<file path="src/rtl/lc3b_types.sv">
// Shared LC-3b types: machine word and the prefetch unit's fetch-state encoding.
package lc3b_types;

    typedef logic [15:0] lc3b_word;

    localparam lc3b_word LC3B_RESET_PC = 16'h0000;

    typedef enum logic [1:0] {
        IDLE    = 2'd0,
        FETCH   = 2'd1,
        DISCARD = 2'd2
    } prefetch_state_t;

endpackage

</file>
<file path="src/rtl/fetch_fifo.sv">
// DEPTH-entry instruction queue holding {ir, pc, next_pc}; head is read straight from storage.
module fetch_fifo #(
    parameter int WIDTH = 16,
    parameter int DEPTH = 4
) (
    input  logic                         clk,
    input  logic                         reset_n,
    input  logic                         enq,
    input  logic                         deq,
    input  logic                         flush,
    input  logic [WIDTH-1:0]             enq_ir,
    input  logic [WIDTH-1:0]             enq_pc,
    input  logic [WIDTH-1:0]             enq_next_pc,
    output logic [$clog2(DEPTH+1)-1:0]   count,
    output logic [WIDTH-1:0]             head_ir,
    output logic [WIDTH-1:0]             head_pc,
    output logic [WIDTH-1:0]             head_next_pc
);

    localparam int PW = $clog2(DEPTH);

    logic [WIDTH-1:0] ir_mem      [DEPTH];
    logic [WIDTH-1:0] pc_mem      [DEPTH];
    logic [WIDTH-1:0] next_pc_mem [DEPTH];
    logic [PW-1:0]    wr_ptr;
    logic [PW-1:0]    rd_ptr;

    // DEPTH is a power of two, so the pointers wrap by natural overflow.
    always_ff @(posedge clk) begin
        if (!reset_n || flush) begin
            wr_ptr <= '0;
            rd_ptr <= '0;
            count  <= '0;
        end else begin
            if (enq) wr_ptr <= wr_ptr + 1'b1;
            if (deq) rd_ptr <= rd_ptr + 1'b1;
            case ({enq, deq})
                2'b10:   count <= count + 1'b1;
                2'b01:   count <= count - 1'b1;
                default: count <= count;
            endcase
        end
    end

    always_ff @(posedge clk) begin
        if (enq) begin
            ir_mem[wr_ptr]      <= enq_ir;
            pc_mem[wr_ptr]      <= enq_pc;
            next_pc_mem[wr_ptr] <= enq_next_pc;
        end
    end

    assign head_ir      = ir_mem[rd_ptr];
    assign head_pc      = pc_mem[rd_ptr];
    assign head_next_pc = next_pc_mem[rd_ptr];

endmodule

</file>
<file path="src/rtl/prefetch_unit.sv">
// LC-3b instruction prefetcher: owns the PC, runs one blocking icache request at a time
// and buffers returned instructions so decode stalls do not stall the icache.
module prefetch_unit
    import lc3b_types::*;
#(
    parameter int               WIDTH    = 16,
    parameter int               DEPTH    = 4,
    parameter int               INC      = 2,
    parameter logic [WIDTH-1:0] RESET_PC = WIDTH'(LC3B_RESET_PC)
) (
    input  logic                         clk,
    input  logic                         reset_n,
    input  logic                         redirect,
    input  logic [WIDTH-1:0]             redirect_pc,
    output logic                         icache_read,
    output logic [WIDTH-1:0]             icache_address,
    input  logic [WIDTH-1:0]             icache_rdata,
    input  logic                         icache_resp,
    input  logic                         de_ready,
    output logic                         out_valid,
    output logic [WIDTH-1:0]             out_ir,
    output logic [WIDTH-1:0]             out_pc,
    output logic [WIDTH-1:0]             out_next_pc,
    output prefetch_state_t              state,
    output logic [$clog2(DEPTH+1)-1:0]   count
);

    // Handshakes: icache_read rises with a stable icache_address and stays high until the
    // single-cycle icache_resp; an entry leaves the queue when out_valid && de_ready && !redirect.

    localparam int               CW    = $clog2(DEPTH+1);
    localparam logic [CW-1:0]    FULL  = CW'(DEPTH);
    localparam logic [WIDTH-1:0] INC_W = WIDTH'(INC);

    prefetch_state_t  cur_state;
    prefetch_state_t  next_state;
    logic [WIDTH-1:0] pc;
    logic [WIDTH-1:0] pc_next;
    logic [WIDTH-1:0] req_addr;
    logic [WIDTH-1:0] req_next;
    logic [WIDTH-1:0] req_inc;
    logic             enq;
    logic             deq;
    logic [CW-1:0]    count_after;

    assign req_inc        = req_addr + INC_W;
    assign icache_read    = reset_n && (cur_state != IDLE);
    assign icache_address = req_addr;
    assign out_valid      = reset_n && (count != '0);
    assign enq            = (cur_state == FETCH) && icache_resp && !redirect;
    assign deq            = out_valid && de_ready && !redirect;
    assign state          = cur_state;

    fetch_fifo #(
        .WIDTH (WIDTH),
        .DEPTH (DEPTH)
    ) u_fifo (
        .clk          (clk),
        .reset_n      (reset_n),
        .enq          (enq),
        .deq          (deq),
        .flush        (redirect),
        .enq_ir       (icache_rdata),
        .enq_pc       (req_addr),
        .enq_next_pc  (req_inc),
        .count        (count),
        .head_ir      (out_ir),
        .head_pc      (out_pc),
        .head_next_pc (out_next_pc)
    );

    // Occupancy after this cycle's enqueue/dequeue decides whether to chain the next request.
    always_comb begin
        count_after = count;
        if (enq && !deq)      count_after = count + 1'b1;
        else if (!enq && deq) count_after = count - 1'b1;
    end

    always_ff @(posedge clk) begin
        if (!reset_n) begin
            cur_state <= FETCH;
            pc        <= RESET_PC;
            req_addr  <= RESET_PC;
        end else begin
            cur_state <= next_state;
            pc        <= pc_next;
            req_addr  <= req_next;
        end
    end

    always_comb begin
        next_state = cur_state;
        pc_next    = pc;
        req_next   = req_addr;
        case (cur_state)
            IDLE: begin
                if (redirect) begin
                    pc_next    = redirect_pc;
                    req_next   = redirect_pc;
                    next_state = FETCH;
                end else if (count < FULL) begin
                    req_next   = pc;
                    next_state = FETCH;
                end
            end
            FETCH: begin
                if (redirect) begin
                    pc_next = redirect_pc;
                    // An outstanding address is never changed; wait out the stale access.
                    if (icache_resp) req_next = redirect_pc;
                    else             next_state = DISCARD;
                end else if (icache_resp) begin
                    pc_next = req_inc;
                    if (count_after < FULL) req_next = req_inc;
                    else                    next_state = IDLE;
                end
            end
            DISCARD: begin
                if (redirect) begin
                    pc_next = redirect_pc;
                    if (icache_resp) begin
                        req_next   = redirect_pc;
                        next_state = FETCH;
                    end
                end else if (icache_resp) begin
                    req_next   = pc;
                    next_state = FETCH;
                end
            end
            default: next_state = FETCH;
        endcase
    end

endmodule
</file>
<file path="config.mk">
export PLATFORM = sky130hd
export DESIGN_NAME = prefetch_unit
export DESIGN_NICKNAME = d
export VERILOG_FILES = /design/src/rtl/lc3b_types.sv /design/src/rtl/fetch_fifo.sv /design/src/rtl/prefetch_unit.sv
export SDC_FILE = /design/constraint.sdc
export NUM_CORES = 1
export LEC_CHECK = 0
export ABC_AREA = 1
export CORE_MARGIN = 2
export CORE_UTILIZATION = 35
export CTS_CLUSTER_DIAMETER = 200
export DETAILED_ROUTE_END_ITERATION = 7
export PLACE_DENSITY = 0.53
export SLEW_MARGIN = 15
export SYNTH_ARGS = -nofsm -noshare
export SYNTH_HDL_FRONTEND = slang
export SYNTH_SLANG_ARGS = --single-unit
</file>
<file path="constraint.sdc">
create_clock -name clk -period 3.95 [get_ports clk]
set_input_delay 0.79 -clock clk [delete_from_list [all_inputs] [get_ports clk]]
set_output_delay 0.79 -clock clk [all_outputs]
set_load 0.02 [all_outputs]
</file>
==> flow_results.org <==
** Hold path
- Min-delay src :: pc[0]
- For hold timing, the worst endpoint is pc[0].
- In this run the worst hold path is classified as flip-flop to flip-flop.
- Hold path cells :: 2

** Timing
- Hold violation total from the final report :: 0
- Between clock sinks in the finished design, the worst skew comes to 0.006559 ns.
- Worst slew margin relative to its limit :: 41.54%
- Setup violations remaining at the end of the flow were counted as 0.
- Number of max-slew violations in the final report :: 0
- Static timing analysis puts the maximum clock frequency at around 280 MHz.
- Total Negative Setup Slacks :: 0 ns
- At the pin with the least slew margin, the transition time is ~0.9 ns.
- Setup repair after global routing left no endpoint under its margin.
- The routed design could run at a clock period as short as 3.538 ns.
- After layout, the worst path uses 89.57% of the clock period.

** Worst setup path
- For the worst flop-to-flop path, the logic depth is 14.
- The worst setup path is launched from a flip-flop.
- The critical path is of the flip-flop to primary output type.
- STA puts the critical path data required time at 3.16 ns.
- Endpoint kind of the worst setup timing path :: primary output
- The largest single stage delay on the critical path is a little under 0.7 ns.
- Number of logic stages on the critical path including buffering :: 5
- Critical path buffer and inverter count :: 3
- CP max-delay cell :: clkdlybuf4s50_1
- The worst register-to-register path has a setup slack of 1.44 ns.
- Along the worst path, the maximum fanout reaches 28.
- The worst register-to-register path ends at icache_address[1].
- STA puts the critical path data arrival time at around 2.8 ns.
- Critical path's top delay family :: buffers and inverters
- Walking the worst path, the cells encountered are inv_2 -> buf_4 -> nor2_1 -> o22ai_1 -> clkdlybuf4s50_1.
- In this run the critical register-to-register path is launched from state[0].

** CTS
- Number of setup buffers added after CTS :: 0
- TritonCTS built the clock tree.
- Number of buffers inserted by hold repair at cts :: 0
- Post-CTS resize count :: 0
- Number of buffers created by CTS :: 27
- Clock tree synthesis found a total of approximately 230 sinks.
- H-tree level count :: 1
- For the worst-skew pair, the clock arrives at the later sink with an insertion delay of roughly 0.54 ns.
- CTS clk-pin slew, worst paths :: 0.06 ns
- Cell at the root of the clock tree :: clkbuf_16
- The clock passes through at most 3 buffers.

** Global route
- Maximum number of pins on one net before global-route repair :: 69
- The number of global-route vias before repair was 7,102.
- Across every metal layer, demand over resource in global routing totals about 17%.
- Global routing finished with a remaining overflow of 0.
- Wire length of the first global-routing pass :: about 40 mm
- Number of antenna violations at the first check in global routing :: 0

** Synth
- Averaged over all synthesized cells, the footprint is roughly 10 um2.
- Synthesis handed over a netlist of 957 instances.
- Summed over its instances, the top area cell type makes up 56.35% of the synthesized netlist area.
- Primary flip-flop cell chosen by synthesis mapping :: edfxtp_1
- Top post-synthesis cells by count :: edfxtp_1, nor2_1, o21ai_0
- Yosys warns :: 0
- After synthesis, the share of flip-flops with an asynchronous set or reset is 0%.
- Sequential elements use between 60% and 70% of the synthesized area.
- Synthesis inferred 231 register bits.
- Synthesis produced a netlist with a net count of between 1,000 and 1,500.
- Synthesized area :: 10,020 um2
- Of all cell types, the one taking the most synthesized area is edfxtp_1.
- Dominant cell by count in the synthesized netlist :: edfxtp_1
- Post-synth EDFFs :: 188
- Number of distinct library cells after synthesis :: 38
- Ranking of synthesized cells by area :: edfxtp_1, dfxtp_1, o21ai_0

** Route
- The detail route stage leaves a number of antenna-violating nets equal to 0.
- After the first detailed-routing iteration, the DRC count stood at 573.
- Vias after detailed routing :: around 7,400
- 1st-pass router iterations :: 5
- Average wire per standard cell :: 17.45 um
- DRC :: 0
- After detailed routing, the number of vias per cell comes to 5.042.
- Post-detailed-routing wire length :: about 25 mm

** Placed design
- Routability-driven placement finished with a final weighted congestion of 0.8077.
- Number of buffer cells added on primary ports :: 107
- Detailed placement finished with a half-perimeter wire length of 15.57 mm.

** Power
- Total power density per cell area :: 550.8 nW/um2
- Max rail drop VDD :: 284.7 uV
- Total power for the finished layout comes to 6.844 mW.
- Standby leakage power :: ~4.4 nW

** Floorplan
- From bottom edge to top edge, the die measures 173.2 um.
- Pin placement for this block handled 108 I/O pins.
- The floorplan step defined a die boundary enclosing roughly 30,000 um2.
- Core box area :: 28,010 um2
- In this run the horizontal extent of the chip is 173.2 um.
- Number of standard-cell rows in the floorplan :: 61
- Once the floorplan was initialized, standard cells occupied 35.77% of the core.

** Status
- Result of the run :: finished clean

** Layout
- Fraction of final layout cells sized beyond drive strength 1 :: 6.938%
- Number of nets in the layout :: 1,114
- Number of antenna repair diodes :: 0
- Layout-stage area growth over the synthesis result :: 24.03%

** Flow run
- Across the run, the number of max-cap violations was 0.
## layout by cell type (no fill, tap or decap), drive strengths merged, types with 2 or more instances in the layout
master	synthesis	layout
a21oi	60	60
clkinvlp	0	2
o22ai	47	47
nor2	157	157
clkbuf	36	35
inv	62	63
dfxtp	43	43
o211ai	4	4
clkinv	2	9
a211oi	6	6
xor2	6	6
o21ai	146	146
nand3	33	33
nor3	6	6
edfxtp	188	188
buf	16	22
and2	6	6
a32oi	2	2
bufinv	0	2
nand2	112	112
ha	14	14
clkdlybuf4s50	0	107
nand4	7	7
## sequential cells by signal (all words and copies together) (netlist names), named ones only
| signal | cells |
|---|---|
| icache_address | 16 |
| u_fifo.pc_mem | 63 |
| u_fifo.wr_ptr | 2 |
| pc | 16 |
| u_fifo.ir_mem | 64 |
| u_fifo.next_pc_mem | 61 |
| u_fifo.rd_ptr | 2 |
| state | 2 |
| u_fifo.count | 3 |
## worst min-delay path: stages (launching register included)
cell and delay [ns]:
dfxtp_1 0.30, nand2_1 0.06, a21oi_1 0.06
## per-layer routing
metal / wire length (um) / part of all wire, % / track usage, %
met3: 1398 / 5.5 / 2.682
met4: 467 / 1.8 / 4.202
met1: 11830 / 46 / 23.18
met5: 0 / 0 / 0
met2: 11770 / 46 / 27.48
## how the worst max path moves through the flow
stage / start / end / slack [ns]
floorplan: icache_resp / u_fifo.ir_mem[0][0] / 0.07
global placement: icache_resp / icache_address[1] / 0.74
detailed placement: icache_resp / icache_address[1] / 0.65
CTS: flip-flop / out_next_pc[13] / 0.32
global route: flip-flop / out_pc[9] / 0.23
finish: flip-flop / out_next_pc[6] / 0.41
## area by class of cell
type	instances	area [um2]
tap	378	473.0
fill	2665	15580
clock buffer	35	705.7
timing repair buffer	129	1324
multi-input combinational	610	3048
inverter	64	242.7
sequential	231	6507
clock inverter	12	125.1
## logic make-up after synthesis
logic type      after synthesis  share of synthesized area (%)
buf+inv                     116                          4.933
flops                       231                          64.94
simple gates                322                          13.44
compound gates              267                          14.33
fa+ha+maj                    14                          1.748
xor+xnor                      7                         0.6120
## power breakdown
group          switching (mW)  internal [mW]
clock network           0.958           1.39
logic                   0.896          0.515
registers               0.180           2.91
total                    2.03           4.81
## metrics by stage
step / hold slack [ns] / setup WS [ns] / std cells / util, % / instance area [um2]
2_1_floorplan: 0.4358 / 0.06779 / 957 / - / 10020
3_5_place_dp: 0.4575 / 0.6483 / 1412 / 41.39 / 11590
3_3_place_gp: 0.4570 / 0.7410 / 1412 / 41.39 / 11590
5_1_grt: 0.5026 / 0.2300 / 1459 / 44.36 / 12430
4_1_cts: 0.4685 / 0.3179 / 1459 / 44.36 / 12430
6_report: 0.4682 / 0.4121 / 1459 / 44.36 / 12430
Power figures use the tool's default switching activity.
==> edit: new RTL, same settings <==
`DEPTH` is set to 4 in 2 places; all go to 8.
--- a/src/rtl/fetch_fifo.sv
+++ b/src/rtl/fetch_fifo.sv
@@ -3,3 +3,3 @@
     parameter int WIDTH = 16,
-    parameter int DEPTH = 4
+    parameter int DEPTH = 8
 ) (
--- a/src/rtl/prefetch_unit.sv
+++ b/src/rtl/prefetch_unit.sv
@@ -6,3 +6,3 @@
     parameter int               WIDTH    = 16,
-    parameter int               DEPTH    = 4,
+    parameter int               DEPTH    = 8,
     parameter int               INC      = 2,
Interface: changed (resized count); port bits go from 108 to 109. No check against the original RTL was run, so the function may have changed too.
==> edit against the original RTL <==
  * Cell count up 65%
  * Worst setup slack got worse by 0.30 ns
  * Global-route usage increased by 1.1 points
  * Area after synthesis grew 77%
  * Highest routed layer unchanged
  * Register-to-register slack worse by 0.13 ns
  * Cell area grew 71%
  * Sequential share of layout area up 5.2 points
  * Routed wire length grew 85%
  * Sequential cell count increased by 192
  * Core utilization down 1.9 points
  * Power is 66% higher
  * Clock power up 89%
==> edit: results (changes against the original RTL) <==
Vias in the first global route: 12.16k (+71%)
1st-iter DRT viols: 1004 (+75%)
Post-synthesis xor/xnor area fraction: 0.3466% (-0.27 points)
Met2 wire len: 21.69 mm (+84%)
Top area cells in the synthesized netlist: edfxtp_1 (64%), nor2_1 (8.3%), o21ai_0 (6.9%)
Worst ir drop on vdd: 0.2878 mV (+1.1%)
I/O Buffers: 108 (+0.93%)
Outcome: finished clean
GP Congestion: 0.8481 (+5.0%)
Synth unique cells: 34 (-11%)
Top cells by count, synth: nor2_1 (392), edfxtp_1 (376), o21ai_0 (244), nand2_1 (151), a21oi_1 (68)
Largest registers: u_fifo.ir_mem x128, u_fifo.next_pc_mem x128, u_fifo.pc_mem x120
Switching Fraction: 26.04% (-3.7 points)
Synth Instances: 1607 (+68%)
Layout Skew: 0.01812 ns (+0.01156 ns)
Routed WL: 47.07 mm (+85%)
Tightest Pin Transition: 0.9556 ns (+0.07862 ns)
Inverters excl. clock: 61 (-4.7%)
Comb power frac: 13.2% (-7.4 points)
Pin count of the biggest net entering global routing: 95 (+38%)
Multiplexer share of the synthesized area: 0.05659% (+0.057 points)
Most common cell in the netlist: nor2_1
Post-synth EDFFs: 376 (+100%)
Storage element area: 12240 sq um (+88%)
Syn avg cell area: 11.01 sq um (+5.1%)
CTS resizes: 1 (+1)
H-tree depth: 2 (+1)
M1 WL: 21.73 mm (+84%)
Nonclk buf count: 144 (+12%)
Drt wl/cell: 19.52 um (+12%)
Vias per cell: 5.111 (+1.4%)
Skew-Pair Late Insertion Delay: 0.58 ns (+0.04 ns)
CP arrival: 3.05 ns (+0.30 ns)
First-pass GRT wire length: 72.91 mm (+83%)
Met3 WL: 2.884 mm (+110%)
Share of cells above drive strength 1: 7.361% (+0.42 points)
Final nets: 1751 (+57%)
Count of multi-input gates: 1028 (+69%)
Placed cell area: 19690 sq um (+70%)
Num CTS Buffers: 45 (+67%)
Clock buffers: 54 (+54%)
Comb. pwr: 1.49 mW (+6%)
FF+latch count: 423 (+83%)
[edit: cell types whose count changed after synthesis, moves of 21 or more]
cell      before  now
edfxtp_1     188  376
nor2_1       155  392
buf_2          8   29
a31oi_1        0   50
o21ai_0      141  244
nand2_1      108  151
[edit: worst register-to-register path, delay by kind of cell (launching register included)]
family,cells,cell delay [ns]
AND/OR/NAND/NOR,9,1.05
adder cells (fa/ha/maj),2,0.65
flip-flops,1,0.44
buffers and inverters,2,0.37
[edit: path summary, 6_finish.rpt]
| check | startpoint | end | slack [ns] | depth (start not counted) |
|---|---|---|---|---|
| max | flop | out_next_pc[1] | 0.11 | 6 |
| min | pc[5] | pc[5] | 0.47 | 2 |
| max reg2reg | state[0] | icache_address[2] | 1.31 | 13 |
| min reg2reg | pc[5] | pc[5] | 0.47 | 2 |
[edit: metal layers]
metal | GRT usage [%] | vias up
met5 | 0 | -
met4 | 4.018 | 0
met3 | 3.967 | 61
met2 | 28.68 | 352
met1 | 24.74 | 6021
li1 | - | 5888
